[src/rtl/mem_port_arbiter_if.sv]
`default_nettype none
// ============================================================================
// Module      : mem_port_arbiter_if
// Description : Bundle of signals around mem_port_arbiter. It covers the
//               core's fetch port (I*), its load/store port (D*), the
//               single-port memory request/response (R*) and status
//               (Busy/Err).
//   modport slave  : the arbiter's view. It takes requests from the core
//                    and responses from the memory, and it drives
//                    completions, the memory request and status.
//   modport master : the environment's view (core + memory model).
// Revision    : 1.0 - initial release
// ============================================================================
interface mem_port_arbiter_if #(
    parameter int AW = 32,
    parameter int DW = 32
);
    // instruction-fetch port
    logic          IRdy;
    logic [AW-1:0] IAddr;
    logic          IVld;
    logic [DW-1:0] IData;
    // load/store port
    logic          DRdy;
    logic [AW-1:0] DAddr;
    logic [DW-1:0] DWData;
    logic          DWEn;
    logic          DVld;
    logic [DW-1:0] DData;
    // memory side
    logic          RRdy;
    logic [AW-1:0] RAddr;
    logic [DW-1:0] RWData;
    logic          RWEn;
    logic          RVld;
    logic [DW-1:0] RData;
    // status
    logic          Busy;
    logic          Err;

    modport slave (
        input  IRdy, IAddr, DRdy, DAddr, DWData, DWEn, RVld, RData,
        output IVld, IData, DVld, DData, RRdy, RAddr, RWData, RWEn, Busy, Err
    );

    modport master (
        output IRdy, IAddr, DRdy, DAddr, DWData, DWEn, RVld, RData,
        input  IVld, IData, DVld, DData, RRdy, RAddr, RWData, RWEn, Busy, Err
    );
endinterface
`default_nettype wire

[src/rtl/mem_port_arbiter.sv]
`default_nettype none
// ============================================================================
// Module      : mem_port_arbiter
// Description : Shares one single-port memory between the core's fetch port
//               (I*) and load/store port (D*). Transactions are handled one
//               at a time by an IDLE -> REQ -> DONE state machine. RRdy drops
//               for at least the DONE cycle after every RVld. A request that
//               waits TIMEOUT REQ cycles without RVld is aborted with Err.
// Ports       : clk   - clock, posedge
//               rstn  - synchronous active-low reset
//               bus   - mem_port_arbiter_if.slave (I*, D*, R*, Busy, Err)
// Parameters  : AW, DW  - address / data width (must match the interface)
//               TIMEOUT - REQ cycles without RVld before abort, 0 = never
// Build macro : ARB_ROUND_ROBIN_EN - when defined, a D/I tie goes to the port
//               that did not win the previous grant. When undefined, D always
//               beats I.
// Revision    : 1.0 - initial release
// ============================================================================
module mem_port_arbiter #(
    parameter int AW      = 32,
    parameter int DW      = 32,
    parameter int TIMEOUT = 16
) (
    input  wire logic          clk,
    input  wire logic          rstn,
    mem_port_arbiter_if.slave  bus
);

    localparam logic [1:0] c_IDLE = 2'd0;
    localparam logic [1:0] c_REQ  = 2'd1;
    localparam logic [1:0] c_DONE = 2'd2;

    // The counter only needs to reach TIMEOUT-1.
    localparam int                 c_CNT_W    = (TIMEOUT > 1) ? $clog2(TIMEOUT) : 1;
    localparam logic [c_CNT_W-1:0] c_CNT_LAST = c_CNT_W'(TIMEOUT - 1);
    localparam bit                 c_TO_EN    = (TIMEOUT != 0);

    logic [1:0]         r_state;
    logic [c_CNT_W-1:0] r_cnt;
    logic               r_gnt_d;   // winner of the current transaction: 1 = D, 0 = I
    logic               r_is_wr;   // current transaction is a store

    // registered outputs
    logic               r_rrdy;
    logic [AW-1:0]      r_raddr;
    logic [DW-1:0]      r_rwdata;
    logic               r_rwen;
    logic               r_ivld;
    logic [DW-1:0]      r_idata;
    logic               r_dvld;
    logic [DW-1:0]      r_ddata;
    logic               r_busy;
    logic               r_err;

    logic               w_req_any;
    logic               w_gnt_d;
    logic               w_timeout;
    logic               w_finish;
    logic [DW-1:0]      w_done_data;

    assign w_req_any = bus.DRdy | bus.IRdy;

`ifdef ARB_ROUND_ROBIN_EN
    // 1 = D won the last grant. It resets to I, so D wins the first tie.
    logic r_last_d;

    assign w_gnt_d = bus.DRdy & (~bus.IRdy | ~r_last_d);

    always_ff @(posedge clk) begin
        if (!rstn) begin
            r_last_d <= 1'b0;
        end else if (r_state == c_IDLE && w_req_any) begin
            r_last_d <= w_gnt_d;
        end
    end
`else
    assign w_gnt_d = bus.DRdy;
`endif

    // RVld takes precedence over a timeout that expires in the same cycle.
    assign w_timeout   = c_TO_EN && (r_cnt == c_CNT_LAST) && !bus.RVld;
    assign w_finish    = bus.RVld || w_timeout;
    // Stores and aborted requests report zero data.
    assign w_done_data = (bus.RVld && !r_is_wr) ? bus.RData : '0;

    always_ff @(posedge clk) begin
        if (!rstn) begin
            r_state  <= c_IDLE;
            r_cnt    <= '0;
            r_gnt_d  <= 1'b0;
            r_is_wr  <= 1'b0;
            r_rrdy   <= 1'b0;
            r_raddr  <= '0;
            r_rwdata <= '0;
            r_rwen   <= 1'b0;
            r_ivld   <= 1'b0;
            r_idata  <= '0;
            r_dvld   <= 1'b0;
            r_ddata  <= '0;
            r_busy   <= 1'b0;
            r_err    <= 1'b0;
        end else begin
            case (r_state)
                c_IDLE: begin
                    if (w_req_any) begin
                        r_state <= c_REQ;
                        r_cnt   <= '0;
                        r_gnt_d <= w_gnt_d;
                        r_rrdy  <= 1'b1;
                        r_busy  <= 1'b1;
                        if (w_gnt_d) begin
                            r_raddr  <= bus.DAddr;
                            r_rwdata <= bus.DWData;
                            r_rwen   <= bus.DWEn;
                            r_is_wr  <= bus.DWEn;
                        end else begin
                            // Fetches leave RWData at its last value; it is
                            // meaningless without RWEn.
                            r_raddr <= bus.IAddr;
                            r_rwen  <= 1'b0;
                            r_is_wr <= 1'b0;
                        end
                    end
                end

                c_REQ: begin
                    // The write strobe lasts only for the first REQ cycle.
                    r_rwen <= 1'b0;
                    if (w_finish) begin
                        r_state <= c_DONE;
                        r_rrdy  <= 1'b0;
                        r_cnt   <= '0;
                        r_err   <= w_timeout;
                        if (r_gnt_d) begin
                            r_dvld  <= 1'b1;
                            r_ddata <= w_done_data;
                        end else begin
                            r_ivld  <= 1'b1;
                            r_idata <= w_done_data;
                        end
                    end else begin
                        r_cnt <= r_cnt + 1'b1;
                    end
                end

                c_DONE: begin
                    // Requests are not sampled here. The requester drops Rdy
                    // at the end of this cycle.
                    r_state <= c_IDLE;
                    r_busy  <= 1'b0;
                    r_ivld  <= 1'b0;
                    r_idata <= '0;
                    r_dvld  <= 1'b0;
                    r_ddata <= '0;
                    r_err   <= 1'b0;
                end

                default: begin
                    r_state <= c_IDLE;
                    r_rrdy  <= 1'b0;
                    r_rwen  <= 1'b0;
                    r_busy  <= 1'b0;
                    r_ivld  <= 1'b0;
                    r_dvld  <= 1'b0;
                    r_err   <= 1'b0;
                end
            endcase
        end
    end

    assign bus.RRdy   = r_rrdy;
    assign bus.RAddr  = r_raddr;
    assign bus.RWData = r_rwdata;
    assign bus.RWEn   = r_rwen;
    assign bus.IVld   = r_ivld;
    assign bus.IData  = r_idata;
    assign bus.DVld   = r_dvld;
    assign bus.DData  = r_ddata;
    assign bus.Busy   = r_busy;
    assign bus.Err    = r_err;

endmodule
`default_nettype wire

[src/flat_wrapper.sv]
// flat-port wrapper written by rule: the top's interface ports become plain ports
module mem_port_arbiter_flat 
#(
    parameter int AW      = 32,
    parameter int DW      = 32,
    parameter int TIMEOUT = 16
)
  (clk, rstn, bus_IRdy, bus_IAddr, bus_DRdy, bus_DAddr, bus_DWData, bus_DWEn, bus_RVld, bus_RData, bus_IVld, bus_IData, bus_DVld, bus_DData, bus_RRdy, bus_RAddr, bus_RWData, bus_RWEn, bus_Busy, bus_Err);
  mem_port_arbiter_if #(.AW(AW), .DW(DW)) bus_i ();
  input  wire logic clk;
  input  wire logic rstn;
  input wire logic [$bits(bus_i.IRdy)-1:0] bus_IRdy;
  input wire logic [$bits(bus_i.IAddr)-1:0] bus_IAddr;
  input wire logic [$bits(bus_i.DRdy)-1:0] bus_DRdy;
  input wire logic [$bits(bus_i.DAddr)-1:0] bus_DAddr;
  input wire logic [$bits(bus_i.DWData)-1:0] bus_DWData;
  input wire logic [$bits(bus_i.DWEn)-1:0] bus_DWEn;
  input wire logic [$bits(bus_i.RVld)-1:0] bus_RVld;
  input wire logic [$bits(bus_i.RData)-1:0] bus_RData;
  output wire logic [$bits(bus_i.IVld)-1:0] bus_IVld;
  output wire logic [$bits(bus_i.IData)-1:0] bus_IData;
  output wire logic [$bits(bus_i.DVld)-1:0] bus_DVld;
  output wire logic [$bits(bus_i.DData)-1:0] bus_DData;
  output wire logic [$bits(bus_i.RRdy)-1:0] bus_RRdy;
  output wire logic [$bits(bus_i.RAddr)-1:0] bus_RAddr;
  output wire logic [$bits(bus_i.RWData)-1:0] bus_RWData;
  output wire logic [$bits(bus_i.RWEn)-1:0] bus_RWEn;
  output wire logic [$bits(bus_i.Busy)-1:0] bus_Busy;
  output wire logic [$bits(bus_i.Err)-1:0] bus_Err;
  assign bus_i.IRdy = bus_IRdy;
  assign bus_i.IAddr = bus_IAddr;
  assign bus_i.DRdy = bus_DRdy;
  assign bus_i.DAddr = bus_DAddr;
  assign bus_i.DWData = bus_DWData;
  assign bus_i.DWEn = bus_DWEn;
  assign bus_i.RVld = bus_RVld;
  assign bus_i.RData = bus_RData;
  assign bus_IVld = bus_i.IVld;
  assign bus_IData = bus_i.IData;
  assign bus_DVld = bus_i.DVld;
  assign bus_DData = bus_i.DData;
  assign bus_RRdy = bus_i.RRdy;
  assign bus_RAddr = bus_i.RAddr;
  assign bus_RWData = bus_i.RWData;
  assign bus_RWEn = bus_i.RWEn;
  assign bus_Busy = bus_i.Busy;
  assign bus_Err = bus_i.Err;
  mem_port_arbiter #(.AW(AW), .DW(DW), .TIMEOUT(TIMEOUT)) u_core (.clk(clk), .rstn(rstn), .bus(bus_i));
endmodule
[config.mk]
export PLATFORM = sky130hd
export DESIGN_NAME = mem_port_arbiter_flat
export DESIGN_NICKNAME = d
export VERILOG_FILES = /design/src/rtl/mem_port_arbiter_if.sv /design/src/rtl/mem_port_arbiter.sv /design/src/flat_wrapper.sv
export SDC_FILE = /design/constraint.sdc
export NUM_CORES = 1
export LEC_CHECK = 0
export BUFFER_PORTS_ARGS = -buffer_cell sky130_fd_sc_hd__buf_2
export CORE_MARGIN = 1.5
export CORE_UTILIZATION = 41
export CTS_CLUSTER_DIAMETER = 100
export CTS_CLUSTER_SIZE = 28
export DETAILED_ROUTE_END_ITERATION = 10
export GPL_ROUTABILITY_DRIVEN = 0
export PLACE_DENSITY = 0.71
export RECOVER_POWER = 25
export SYNTH_ARGS = -nofsm -noshare
export SYNTH_HDL_FRONTEND = slang
export SYNTH_SLANG_ARGS = --single-unit
[constraint.sdc]
create_clock -name clk -period 4.7 [get_ports clk]
set_input_delay 0.94 -clock clk [delete_from_list [all_inputs] [get_ports clk]]
set_output_delay 0.94 -clock clk [all_outputs]
set_load 0.02 [all_outputs]
After elaboration in Yosys (flattened, before gate mapping). Cells that the tools add are included.

Bits in registers: 142. Input port bits: 134. Word-level logic and storage cells: 75.

Add/subtract/negate cells: 1. Eq/ne operators: 7. Multiplexer cells: 29. Bitwise logic cells: 4. Reduce and logical (&&, ||, !) cells: 20.

Operators with widths (number): 32-bit two-way mux (6); 32-bit one-hot mux with 2 select lines (2); 3-bit AND reduction (6); 2-bit AND reduction (6); 1-bit one-hot mux with 2 select lines (5); 1-bit two-way mux (9); 4-bit two-way mux (2); 4-bit one-hot mux with 2 select lines (1); 2-bit by 1-bit != test with 1-bit output (second input constant) (3); 4-bit by 1-bit adder with 4-bit output (second input constant) (1); 4-bit == test (second input constant) (1); 2-bit two-way mux (2); 2-bit one-hot mux with 2 select lines (1); 2-bit nonzero test (2); 1-bit NOT (3); 1-bit one-hot mux with 3 select lines (1); 2-bit by 1-bit == test with 1-bit output (second input constant) (1); 2-bit == test (second input constant) (1); 1-bit logical AND (2); 1-bit zero test (2); 2-bit zero test (1); 2-bit != test (second input constant) (1); 1-bit logical OR (1); 1-bit bitwise OR (1).

Longest topological paths before layout.
Depth after elaboration: 6. Gate-level depth with buffers: 8. Mapped depth without buffers: 5.

Worst setup path before layout. OpenSTA, ideal clock, no wires.

Kind: input port to flip-flop. Start: in bus_RVld. End: reg u_core.r_idata[0], in the netlist u_core.bus.IData[0]. Library setup time: 0.072 ns. Arrival time: 1.805 ns. Slack: 2.824 ns. Stages: 4. Path buffers: 1. Cells stage by stage: nand2b_2 -> o211ai_4 -> buf_12 -> mux2i_1.

Word-level cells in the longest chain between the ends: 5.

Ends and longest elaborated chain: from (decl) (RTL line flat_wrapper.sv:18) `input wire logic [$bits(bus_i.RVld)-1:0] bus_RVld;`; 1-bit logical AND or 1-bit zero test (tied branches) (RTL line mem_port_arbiter.sv:84, mem_port_arbiter.sv:81); 32-bit two-way mux or 1-bit logical AND (tied branches) (RTL line mem_port_arbiter.sv:84, mem_port_arbiter.sv:81); 32-bit two-way mux or 1-bit logical OR (tied branches) (RTL line mem_port_arbiter.sv:134, mem_port_arbiter.sv:82); 32-bit two-way mux or 2-bit by 1-bit != test with 1-bit output (tied branches); 32-bit one-hot mux with 2 select lines or 3-bit AND reduction (tied branches); to (signal assigned) (RTL line mem_port_arbiter.sv:139) `r_idata <= w_done_data;`; to (decl) (RTL line mem_port_arbiter.sv:49) `logic [DW-1:0] r_idata;`.

Parallel ways exist; a longest one is shown, timed or not. The select of a mux whose other input is x is not followed. A chain may end at the register's enable or synchronous reset.

==> run metrics <==
status complete, no violations; Pwr Total 3.56 mW; slew margin rel. 0.248; root buf cell clkbuf_16; Crit Path Max Fanout 65; Layout fillers 1,369; number of global-route vias before repair 4,792; # clock sinks 142; syn_nets 749; Seq/Total Area, Yosys 0.484; pwr dens 463 mW/mm^2; Post-DRT Antenna Nets 0; commonest non-fill, non-tap cell in the layout nand2_1; Syn-to-layout area delta 31.1%; Top FF cell, synth dfxtp_1; Total GRT Usage 0.188; clock slew seen by the registers of the worst setup and hold paths 0.06 ns; most frequent cells in the layout nand2_1, buf_2, dfxtp_1; Vias/cell 4.76; H-Tree Depth 4; Fmax 421 MHz; Post-synth ARST share 0; Final period util 0.505; dpl hpwl 10.1 mm; Mean Syn Cell Area 9.61 sq um; post-route DRC violation count 0; Setup Skew 0.0112 ns; # Post-CTS Setup Buffers 0; flop-to-flop setup slack 2.37 ns; antenna violations before repair 1; Setup WS post-layout 2.33 ns; Yosys cell types 39; starting density of the core 0.421; CORE AREA 0.0139 sq mm; crit path DAT 2.71 ns; CTS Buffer Depth 2; Cells after DPL 1,017; first-pass GRT wire length 22.1 mm; max-slew violations 0; Final Non-Filler Cells 1,050; Die ar. 0.0150 sq mm; final count of hold timing violations 0; Setup crit end kind flop; Die Y 123 um; 1st-pass router iterations 4; Syn Inst Count 611; Setup WS pre-CTS 1.91 ns; Initial DRC Count 178; Final nets 994; I/O pins 268; Tightest Pin Transition 1.13 ns; min Tclk post-route 2.37 ns; post-DR wirelength/cell 13.8 um; total grt overflow 0; EDFF count, synth 0; TNS Setup 0 ns; WS Path Type in2reg; CP Data Required Time 5.04 ns; Yosys reg bits 142; CP Launch Type input port; Leakage 3.92 nW; post-layout util 0.552; Worst-Skew Late Latency 0.41 ns; Yosys Warn Count 0; port buffer count 267; post_cts resized 0; width of the die 123 um; share of layout cells above drive strength 1 0.281; unrepaired setup endpoints after global routing no; final wirelength 14.5 mm; Mapped Area 0.00587 sq mm; detailed-route via count 4,993; CTS Hold Bufs 0; max_cap viols 0; multi-input logic area 0.00272 sq mm; row cnt 43; sequential cell area 0.00284 sq mm; VDD IR max 0.236 mV; CTS buffer count 17; CTS tree built; worst min path class reg2reg; largest net degree at the start of global routing 66; Finish-stage setup viols 0
## state kept, by name, indices dropped and copies added (netlist names)
name	cells
u_core.r_cnt	4
u_core.bus.DVld	1
u_core.r_state	2
u_core.bus.Err	1
u_core.r_is_wr	1
u_core.bus.RRdy	1
u_core.bus.RWData	32
u_core.r_gnt_d	1
u_core.bus.IVld	1
u_core.bus.DData	32
u_core.bus.IData	32
u_core.bus.Busy	1
u_core.bus.RWEn	1
u_core.bus.RAddr	32
## power breakdown
part	switching (mW)	internal, mW	total, mW
sequential	0.0667	1.33	1.40
clock	0.514	0.837	1.35
combinational	0.504	0.304	0.807
## area by class of cell
type                       instances  area share
antenna                            1    0.000325
clock inverter                    13      0.0213
multi-input combinational        419       0.353
sequential                       142       0.370
tap                              180      0.0293
inverter                           3     0.00146
timing repair buffer             273       0.169
clock buffer                      19      0.0563
## cell usage after synthesis (2+ instances only)
cell / instances / share of area
nand2_1: 202 / 0.13
dfxtp_1: 142 / 0.48
mux2i_1: 96 / 0.16
a21boi_0: 33 / 0.042
o211a_1: 33 / 0.056
buf_2: 22 / 0.019
clkbuf_1: 12 / 0.0077
buf_4: 7 / 0.0090
o21ai_0: 7 / 0.0060
nor2_1: 5 / 0.0032
nor2b_1: 5 / 0.0053
ha_1: 4 / 0.0085
a21oi_1: 3 / 0.0026
buf_12: 3 / 0.010
buf_6: 3 / 0.0058
inv_1: 3 / 0.0019
o21a_1: 3 / 0.0038
o22ai_1: 3 / 0.0032
and2_1: 2 / 0.0021
nand2b_1: 2 / 0.0021
nand3_1: 2 / 0.0017
nand4_1: 2 / 0.0021
## cell families after synthesis
| kind of cell | Yosys count | share of synthesized area |
|---|---|---|
| mux | 96 | 0.164 |
| buf+inv | 50 | 0.0533 |
| simple gates | 228 | 0.158 |
| flops | 142 | 0.484 |
| compound gates | 91 | 0.132 |
| fa+ha+maj | 4 | 0.00853 |
## critical path, stage by stage
cell	delay (ns)
buf_4	0.34
buf_4	0.59
buf_4	0.48
nand2_1	0.12
mux2i_1	0.17
## final timing paths
check	from	endpoint	cells past startpoint
setup / recovery	rstn	u_core.bus.DData[8]	5
hold / removal	u_core.bus.DData[4]	u_core.bus.DData[4]	2
setup reg to reg	u_core.r_state[1]	u_core.bus.DData[8]	6
hold reg to reg	u_core.bus.DData[4]	u_core.bus.DData[4]	2
## per-stage QoR
| stage | hold WS (ns) | instance area [sq um] |
|---|---|---|
| floorplan | 0.463 | 5870 |
| global placement | 0.441 | 7180 |
| detailed placement | 0.447 | 7180 |
| CTS | 0.461 | 7770 |
| global route | 0.475 | 7690 |
| finish | 0.459 | 7690 |
## layer usage
| layer | vias up | GRT usage | routed length, um |
|---|---|---|---|
| met5 | - | 0 | 0 |
| met4 | 0 | 0.0952 | 457 |
| met3 | 31 | 0.0572 | 945 |
| met2 | 176 | 0.316 | 6720 |
| met1 | 2225 | 0.216 | 6380 |
| li1 | 2561 | - | - |
(Power assumes the default switching activity.)
